## src/rtl/base_apack.sv

```systemverilog
// base_apack: packs consecutive single-width beats into {d0,d1} pairs.
// d0 is the earlier beat. i_e ends a group, so an odd group emits a half pair.
module base_apack #(
  parameter int width = 1
) (
  input  logic             clk,
  input  logic             reset,
  input  logic             i_v,
  output logic             i_r,
  input  logic [width-1:0] i_d,
  input  logic             i_e,
  output logic             o_v,
  input  logic             o_r,
  output logic [width-1:0] o_d0,
  output logic [width-1:0] o_d1,
  output logic             o_v1,
  output logic             o_e
);

  // state | meaning
  // EMPTY | no beat held in the half register
  // FIRST | first beat of a pair held in h_d, waiting for its partner
  // LONE  | group-ending beat held in h_d, waiting for the output register

  typedef enum logic [1:0] {
    EMPTY = 2'd0,
    FIRST = 2'd1,
    LONE  = 2'd2
  } half_t;

  half_t            state;
  half_t            state_nxt;
  logic [width-1:0] h_d;
  logic             h_v;
  logic             h_e;
  logic             out_free;
  logic             acc;
  logic             load;
  logic             h_d_ld;
  logic [width-1:0] ld_d0;
  logic [width-1:0] ld_d1;
  logic             ld_v1;
  logic             ld_e;

  assign h_v      = (state != EMPTY);
  assign h_e      = (state == LONE);
  assign out_free = ~o_v | o_r;
  // Ready looks only at held state and the output side, never at i_v/i_d/i_e.
  assign i_r      = reset & (~h_v | (out_free & ~h_e));
  assign acc      = i_v & i_r;

  // Decide the output load and next half-register state for this cycle.
  always_comb begin
    state_nxt = state;
    h_d_ld    = 1'b0;
    load      = 1'b0;
    ld_d0     = '0;
    ld_d1     = '0;
    ld_v1     = 1'b0;
    ld_e      = 1'b0;
    case (state)
      EMPTY: begin
        if (acc) begin
          if (!i_e) begin
            state_nxt = FIRST;
            h_d_ld    = 1'b1;
          end else if (out_free) begin
            load  = 1'b1;
            ld_d0 = i_d;
            ld_e  = 1'b1;
          end else begin
            state_nxt = LONE;
            h_d_ld    = 1'b1;
          end
        end
      end
      FIRST: begin
        // acc here implies out_free, so the pair can always be loaded.
        if (acc) begin
          load      = 1'b1;
          ld_d0     = h_d;
          ld_d1     = i_d;
          ld_v1     = 1'b1;
          ld_e      = i_e;
          state_nxt = EMPTY;
        end
      end
      LONE: begin
        if (out_free) begin
          load      = 1'b1;
          ld_d0     = h_d;
          ld_e      = 1'b1;
          state_nxt = EMPTY;
        end
      end
      default: state_nxt = EMPTY;
    endcase
  end

  // Half register and output register; output fields hold while stalled.
  always_ff @(posedge clk or negedge reset) begin
    if (!reset) begin
      state <= EMPTY;
      h_d   <= '0;
      o_v   <= 1'b0;
      o_d0  <= '0;
      o_d1  <= '0;
      o_v1  <= 1'b0;
      o_e   <= 1'b0;
    end else begin
      state <= state_nxt;
      if (h_d_ld) h_d <= i_d;
      if (load) begin
        o_v  <= 1'b1;
        o_d0 <= ld_d0;
        o_d1 <= ld_d1;
        o_v1 <= ld_v1;
        o_e  <= ld_e;
      end else if (out_free) begin
        o_v <= 1'b0;
      end
    end
  end

endmodule

```

## config.mk

```make
export PLATFORM = sky130hd
export DESIGN_NAME = base_apack
export DESIGN_NICKNAME = d
export VERILOG_FILES = /design/src/rtl/base_apack.sv
export SDC_FILE = /design/constraint.sdc
export NUM_CORES = 1
export LEC_CHECK = 0
export CAP_MARGIN = 20
export CORE_AREA = 2 2 39 41
export CTS_BUF_LIST = sky130_fd_sc_hd__clkbuf_4
export DETAILED_ROUTE_END_ITERATION = 10
export DIE_AREA = 0 0 41 43
export PLACE_DENSITY = 0.68
export SLEW_MARGIN = 0
export SYNTH_ARGS = -nofsm -noshare
export SYNTH_HDL_FRONTEND = slang
export SYNTH_SLANG_ARGS = --single-unit
export TNS_END_PERCENT = 5
```

## constraint.sdc

```tcl
create_clock -name clk -period 2.4 [get_ports clk]
set_input_delay 0.48 -clock clk [delete_from_list [all_inputs] [get_ports clk]]
set_output_delay 0.48 -clock clk [all_outputs]
set_load 0.01 [all_outputs]
```

# Word level (Yosys, flattened, before mapping)
# Cells that the tools add are included.
[op_classes]
eq_ne = 6
muxes = 28
bitwise = 8
n_reduce_logical = 4
[op_table]
columns = ["op", "count"]
rows = [
  ["1-bit 2-to-1 mux", 19],
  ["2-bit 2-to-1 mux", 5],
  ["1-bit case mux with 3 select lines", 3],
  ["2-bit case mux with 3 select lines", 1],
  ["2-bit != test, second input constant", 2],
  ["4-bit AND reduction", 1],
  ["2-bit nonzero test", 2],
  ["1-bit AND", 3],
  ["3-bit != test, second input constant", 1],
  ["1-bit NOT", 3],
  ["2-bit by 1-bit == test with 1-bit output, second input constant", 1],
  ["2-bit == test, second input constant", 1],
  ["2-bit zero test", 1],
  ["2-bit by 1-bit != test with 1-bit output, second input constant", 1],
  ["1-bit bitwise OR", 2],
]
[totals]
regBits = 8
inputBits = 6

# Depth between registers and ports, before layout
# Gate-level depths: netlist (run 1).
[logic_depth]
ltp_word = 9
mapped_depth = 7
depth_no_buf = 7

# Least setup slack after synthesis (run 1)
# No wires, ideal clock.
[synth_timing]
path_type = "register -> register"
startpoint = "reg state[0]"
endpoint = "reg o_d0"
setup_time_ns = 0.125
arrival_time_ns = 1.525
t_required_ns = 2.275
path_slack_ns = 0.750
stages_incl_launch_ff = 8
path_cell_list = "dfrtp_1 > inv_1 > ha_1 > nand2_1 > and2b_1 > o21ai_2 > a21oi_2 > mux2_4"
[synth_between]
elab_chain_len = 8
[synth_rtl]
columns = ["element", "line", "rtl"]
rows = [
  ["start, declared", "31", "half_t state;"],
  ["start signal, assigned", "111", "state <= state_nxt;"],
  ["2-bit == test", "46, 61", ""],
  ["1-bit NOT", "49", "assign i_r = reset & (~h_v | (out_free & ~h_e));"],
  ["1-bit AND", "49", ""],
  ["1-bit bitwise OR", "49", ""],
  ["1-bit AND", "49", ""],
  ["1-bit AND", "50", "assign acc = i_v & i_r;"],
  ["1-bit 2-to-1 mux, on equally long branches", "79, 63", ""],
  ["1-bit case mux with 3 select lines", "61", "case (state)"],
  ["end signal, assigned", "115", "o_d0 <= ld_d0;"],
  ["end, declared", "14", "output logic [width-1:0] o_d0,"],
]
# Several ways; a longest one is shown, not always the timed one.
# A chain may end at the register's enable or synchronous reset.

# Final worst setup path (run 1)
[layout_timing]
startpoint = "in o_r"
endpoint = "out i_r"
[layout_between]
elab_chain_len = 4
[layout_rtl]
columns = ["element", "line", "rtl"]
rows = [
  ["start, declared", "13", "input logic o_r,"],
  ["1-bit bitwise OR", "47", "assign out_free = ~o_v | o_r;"],
  ["1-bit AND", "49", ""],
  ["1-bit bitwise OR", "49", ""],
  ["1-bit AND", "49", ""],
  ["end, declared", "9", "output logic i_r,"],
]
# No other way between the ends.

==> flow_metrics.tcl, run 1 <==
set metrics [dict create \
    outcome "finished clean" \
    whs_ns 0.422 \
    synth_cells 49 \
    synth_area_leader_cell "dfrtp_1" \
    syn-num-nets 59 \
    io_buffers 11 \
    fin_nets 75 \
    synthMuxAreaShare_pct 9.37 \
    fmax_ghz 0.452 \
    final.setup_skew_ns 0.00185 \
    worst_slew_pin_slew_ns 0.250 \
    ys_seq_area_share_pct 40.5 \
    setup.worst_path.class "input port to primary output" \
    grt_pass1_vias 397 \
    slew_headroom_pct 83.2 \
    powerDensity_mw_per_mm2 1120 \
    cts.htree.levels 1 \
    cts_tree "done" \
    syn_to_final_growth_pct 30.9 \
    drc 0 \
    post-route-period-util_pct 92.3 \
    routed_via_density 5.05 \
    cts_resized 0 \
    arrival_ns 1.73 \
    cp_max_fo 2 \
    setup_viol 0 \
    hpwl_um 766 \
    wl_um 967 \
    cp-end-kind "primary output" \
    p_sw_mw 0.269 \
    cts_max_path_buffers 2 \
    die_w_um 41 \
    hold_violations 0 \
    min_path_type "input port to async pin" \
    vias 399 \
    initial_core_util_pct 35.7 \
    antenna_found_initial 0 \
    groute.usage.overall_pct 13.9 \
    max_cap_viol_count 0 \
    clk_pin_slew_worst_paths_ns 0.05 \
    synthXorXnorAreaFrac_pct 0 \
    seqPwrFrac_pct 32.8 \
    startpoint_type "input port" \
    die_area_mm2 0.00176 \
    antenna_left 0 \
    p_leak_nw 0.309 \
    grt_start_max_net_pins 7 \
    synth_area_per_cell_um2 10.1 \
    die_h_um 43 \
    synthAdderAreaFrac_pct 10.1 \
    drtIter0Drc 1 \
    overflow 0 \
    wire_per_inst_um 12.2 \
    gp_congestion 0.816 \
    synth_compound_area_share_pct 16.5 \
    synth_cell_types 25 \
    cts_buffers 3 \
    sw_frac_of_total_pct 37.1 \
    pin_count 12 \
    drive_gt1_share_pct 12.7 \
    root_buffer "clkbuf_4" \
    syn_area_um2 494 \
    ys_warn_count 0 \
    postCtsSetupBuffers 0 \
    holdBufCountCts 0 \
    row_count 14 \
    ir_worst_vdd_v 0.000468 \
    grt_first_pass_wirelength_um 1620 \
    synthSimpleGateAreaFrac_pct 19.0 \
    required_ns 1.92 \
    ys_ff_latch 8 \
    cts.sinks 8 \
    period_needed_ns 2.21 \
    p_int_mw 0.457 \
    core_mm2 0.00138 \
    pwr-share-clk_pct 14.2 \
    clock_latency_ns 0.25 \
    synth_top_cell_area_share_pct 40.5 \
    netlist_top_cells_area "dfrtp_1 (41%), ha_1 (10%), nand2_1 (4.6%), mux2i_1 (4.1%), nand2b_1 (3.8%)" \
    rsz0062_at_grt "no" \
    synth_top_family_by_area "simple AND/OR/NAND/NOR gates" \
    slew_violations 0 \
    n_antenna_cell 0 \
    pwr-share-comb_pct 52.9 \
    tns_ns 0 \
    dr.pass1.iters 2 \
]
-- area by class of cell --
type / instances / area, um^2
Clock buffer: 3 / 22.5
Fill cell: 148 / 737
Inverter: 4 / 15.0
Multi-Input combinational cell: 36 / 272
Sequential cell: 8 / 200
Tap cell: 16 / 20.0
Timing Repair Buffer: 12 / 118
-- cell usage in the layout (no fill, tap or decap), types with 2 or more instances in the layout --
cell             instances
a21oi_1                  2
clkbuf_4                 3
clkdlybuf4s50_1         11
dfrtp_1                  8
ha_1                     4
inv_1                    4
mux2i_1                  2
nand2_1                  6
nand2b_1                 3
nand3b_1                 2
o2bb2ai_1                2
-- power groups by stage --
stage          sequential (mW)  clock, mW  combinational (mW)
6_report                 0.238      0.103               0.384
5_1_grt                  0.248      0.114               0.427
4_1_cts                  0.240      0.109               0.386
3_5_place_dp             0.242          0               0.385
3_3_place_gp             0.239          0               0.382
2_1_floorplan            0.251          0               0.234
-- per-layer routing --
metal	track usage, %	vias up	wire length [um]	part of all wire [%]
met3	7.85	0	49	5.1
met1	17.9	188	458	47
li1	-	202	-	-
met4	6.00	0	0	0
met2	18.4	9	459	47
met5	0	-	0	0
-- path summary, 6_finish.rpt --
| check | startpoint | endpoint | slack (ns) | depth (start not counted) |
|---|---|---|---|---|
| max | o_r | i_r | 0.19 | 4 |
| min | reset | state[1] | 0.42 | 1 |
| max reg2reg | state[0] | o_d0 | 0.58 | 7 |
| min reg2reg | h_d | h_d | 0.50 | 1 |
| max in group asynchronous | reset | o_d1 | 1.65 | 2 |
| min in group clk | h_d | h_d | 0.50 | 1 |
-- through the flow --
stage | cells | power [mW] | instance area, um^2 | util (%) | setup slack [ns]
4_1_cts | 79 | 0.735 | 647 | 46.7 | 0.173
3_3_place_gp | 76 | 0.621 | 624 | 45.1 | 0.192
5_1_grt | 79 | 0.789 | 647 | 46.7 | 0.124
6_report | 79 | 0.726 | 647 | 46.7 | 0.186
2_1_floorplan | 49 | 0.485 | 494 | - | 0.750
3_5_place_dp | 76 | 0.626 | 624 | 45.1 | 0.178
-- kinds of logic (layout without fill, tap and decap cells) --
logic type | after synthesis | count (layout)
buffers and inverters | 5 | 19
multiplexers | 4 | 4
adder cells (fa/ha/maj) | 4 | 4
AND/OR/NAND/NOR | 17 | 17
AO/OA/AOI/OAI | 11 | 11
flip-flops | 8 | 8
-- synth_stat cells (all sizes together) --
library cell,number
dfrtp,8
nand2,6
ha,4
inv,4
a21oi,3
nand2b,3
o21ai,3
mux2,2
mux2i,2
nand3b,2
o2bb2ai,2
a21o,1
a22o,1
and2,1
and2b,1
and3,1
and4,1
buf,1
nand3,1
nor2,1
o32a,1
-- registers in the layout, summed over array words and instances, names as in the netlist --
name	cells
state	2
o_v1	1
h_d	1
o_v	1
o_e	1
o_d0	1
o_d1	1
-- worst max-delay path: stages --
cell,delay (ns)
clkdlybuf4s50_1,0.47
nand3b_1,0.12
and3_1,0.15
clkdlybuf4s50_1,0.52
No activity file was read; power rests on OpenSTA's default activity.
==> run 2, diff against run 1 <==
MAX_ROUTING_LAYER = met4   (was not set)
SLEW_MARGIN = 20   (was 0)
==> run 2 against run 1 <==
Effect of this change:
- non-clock buffer count unchanged
- clock power about the same
- sequential cell count unchanged
- power about the same
- critical endpoint unchanged
- via count increased by 2.5%
- sequential share of layout area unchanged
- cell count unchanged
- worst hold slack got worse by 0.0021 ns
- die area unchanged
- sequential power about the same
- highest routed layer is now met4
- global-route usage increased by 0.35 points
==> flow_metrics.tcl, run 2 (same netlist as run 1, synthesis figures left out) <==
set metrics [dict create \
    largest_reg_flops 2 \
    clk_pin_slew_worst_paths_ns 0.05 \
    antenna_left 0 \
    pin_count 12 \
    setup_viol 0 \
    fin_nets 75 \
    overflow 0 \
    max_cap_viol_count 0 \
    die_area_mm2 0.00176 \
    wl_um 973 \
    arrival_ns 1.73 \
    root_buffer "clkbuf_4" \
    io_buffers 11 \
    multi_input_area_um2 272 \
    slew_headroom_pct 83.6 \
    startpoint_type "input port" \
    fmax_ghz 0.452 \
    placed_cell_area_um2 624 \
    die_w_um 41 \
    rsz0062_at_grt "no" \
    regArea_um2 200 \
    initial_core_util_pct 35.7 \
    hpwl_um 766 \
    fill_cells 148 \
    routed_via_density 5.18 \
    tns_ns 0 \
    cts_buffers 3 \
    syn_to_final_growth_pct 30.9 \
    wire_per_inst_um 12.3 \
    finalPower_mw 0.725 \
    cts_max_path_buffers 2 \
    slew_violations 0 \
    p_leak_nw 0.309 \
    post-route-period-util_pct 92.2 \
    cts_resized 0 \
    mostFrequentLayoutCells "clkdlybuf4s50_1 (11), dfrtp_1 (8), nand2_1 (6)" \
    die_h_um 43 \
    regMostFlops "state" \
    drive_gt1_share_pct 12.7 \
    n_antenna_cell 0 \
    outcome "finished clean" \
    layout.cells.non_filler 79 \
    groute.usage.overall_pct 14.2 \
    worst_slew_pin_slew_ns 0.244 \
    final_core_util_pct 46.7 \
    dr.pass1.iters 4 \
    final.setup_skew_ns 0.00129 \
    powerDensity_mw_per_mm2 1120 \
    grt_start_max_net_pins 7 \
    final_common_cell "clkdlybuf4s50_1" \
    antenna_found_initial 0 \
    period_needed_ns 2.21 \
    drtIter0Drc 3 \
    row_count 14 \
    cts_tree "done" \
    drc 0 \
    dpl.cell_count 76 \
    grt_pass1_vias 396 \
    whs_ns 0.420 \
    postCtsSetupBuffers 0 \
    required_ns 1.92 \
    cts.htree.levels 1 \
    vias 409 \
    cts.sinks 8 \
    min_path_type "input port to async pin" \
    clock_latency_ns 0.25 \
    core_mm2 0.00138 \
    fin_ws_ns 0.187 \
    gp_congestion 0.828 \
    final_cell_area_um2 647 \
    ir_worst_vdd_v 0.000468 \
    hold_violations 0 \
    setup.worst_path.class "input port to primary output" \
    cp-end-kind "primary output" \
    pre_cts_slack_ns 0.178 \
    grt_first_pass_wirelength_um 1630 \
    cp_max_fo 2 \
    holdBufCountCts 0 \
]
run 2: cell counts in the layout (fill, tap and decap cells not counted):
No cell type changed its count.
run 2: final cells by class:
class                           instances  area share [%]
Sequential cell                         8            30.9
Timing Repair Buffer                   12            18.2
Multi-Input combinational cell         36            42.0
Inverter                                4            2.32
Clock buffer                            3            3.48
Tap cell                               16            3.09
run 2: metal layers:
metal | global-route usage [%] | vias up | wire [um] | share of wire, %
li1 | - | 205 | - | -
met1 | 17.9 | 189 | 465 | 48
met2 | 18.4 | 13 | 439 | 45
met3 | 7.85 | 2 | 55 | 5.7
met4 | 6.00 | 0 | 12 | 1.2
met5 | - | - | 0 | 0
run 2: final timing paths:
check                      startpoint        to  slack, ns  cells past startpoint
min in group clk                  h_d       h_d       0.50                      1
max reg2reg                  state[0]      o_d0       0.58                      7
min reg2reg                       h_d       h_d       0.50                      1
max                               o_r       i_r       0.19                      4
max in group asynchronous       reset      o_d1       1.65                      2
min                             reset  state[1]       0.42                      1
run 2: power by group:
group,internal [mW],total (mW),switching (mW),leakage [nW]
Sequential,0.196,0.239,0.0429,0.100
Clock,0.0572,0.103,0.0454,0.0138
Combinational,0.204,0.384,0.180,0.196
Total,0.457,0.725,0.268,0.309
run 2: critical path: stages:
cell	delay, ns
clkdlybuf4s50_1	0.47
nand3b_1	0.12
and3_1	0.15
clkdlybuf4s50_1	0.52
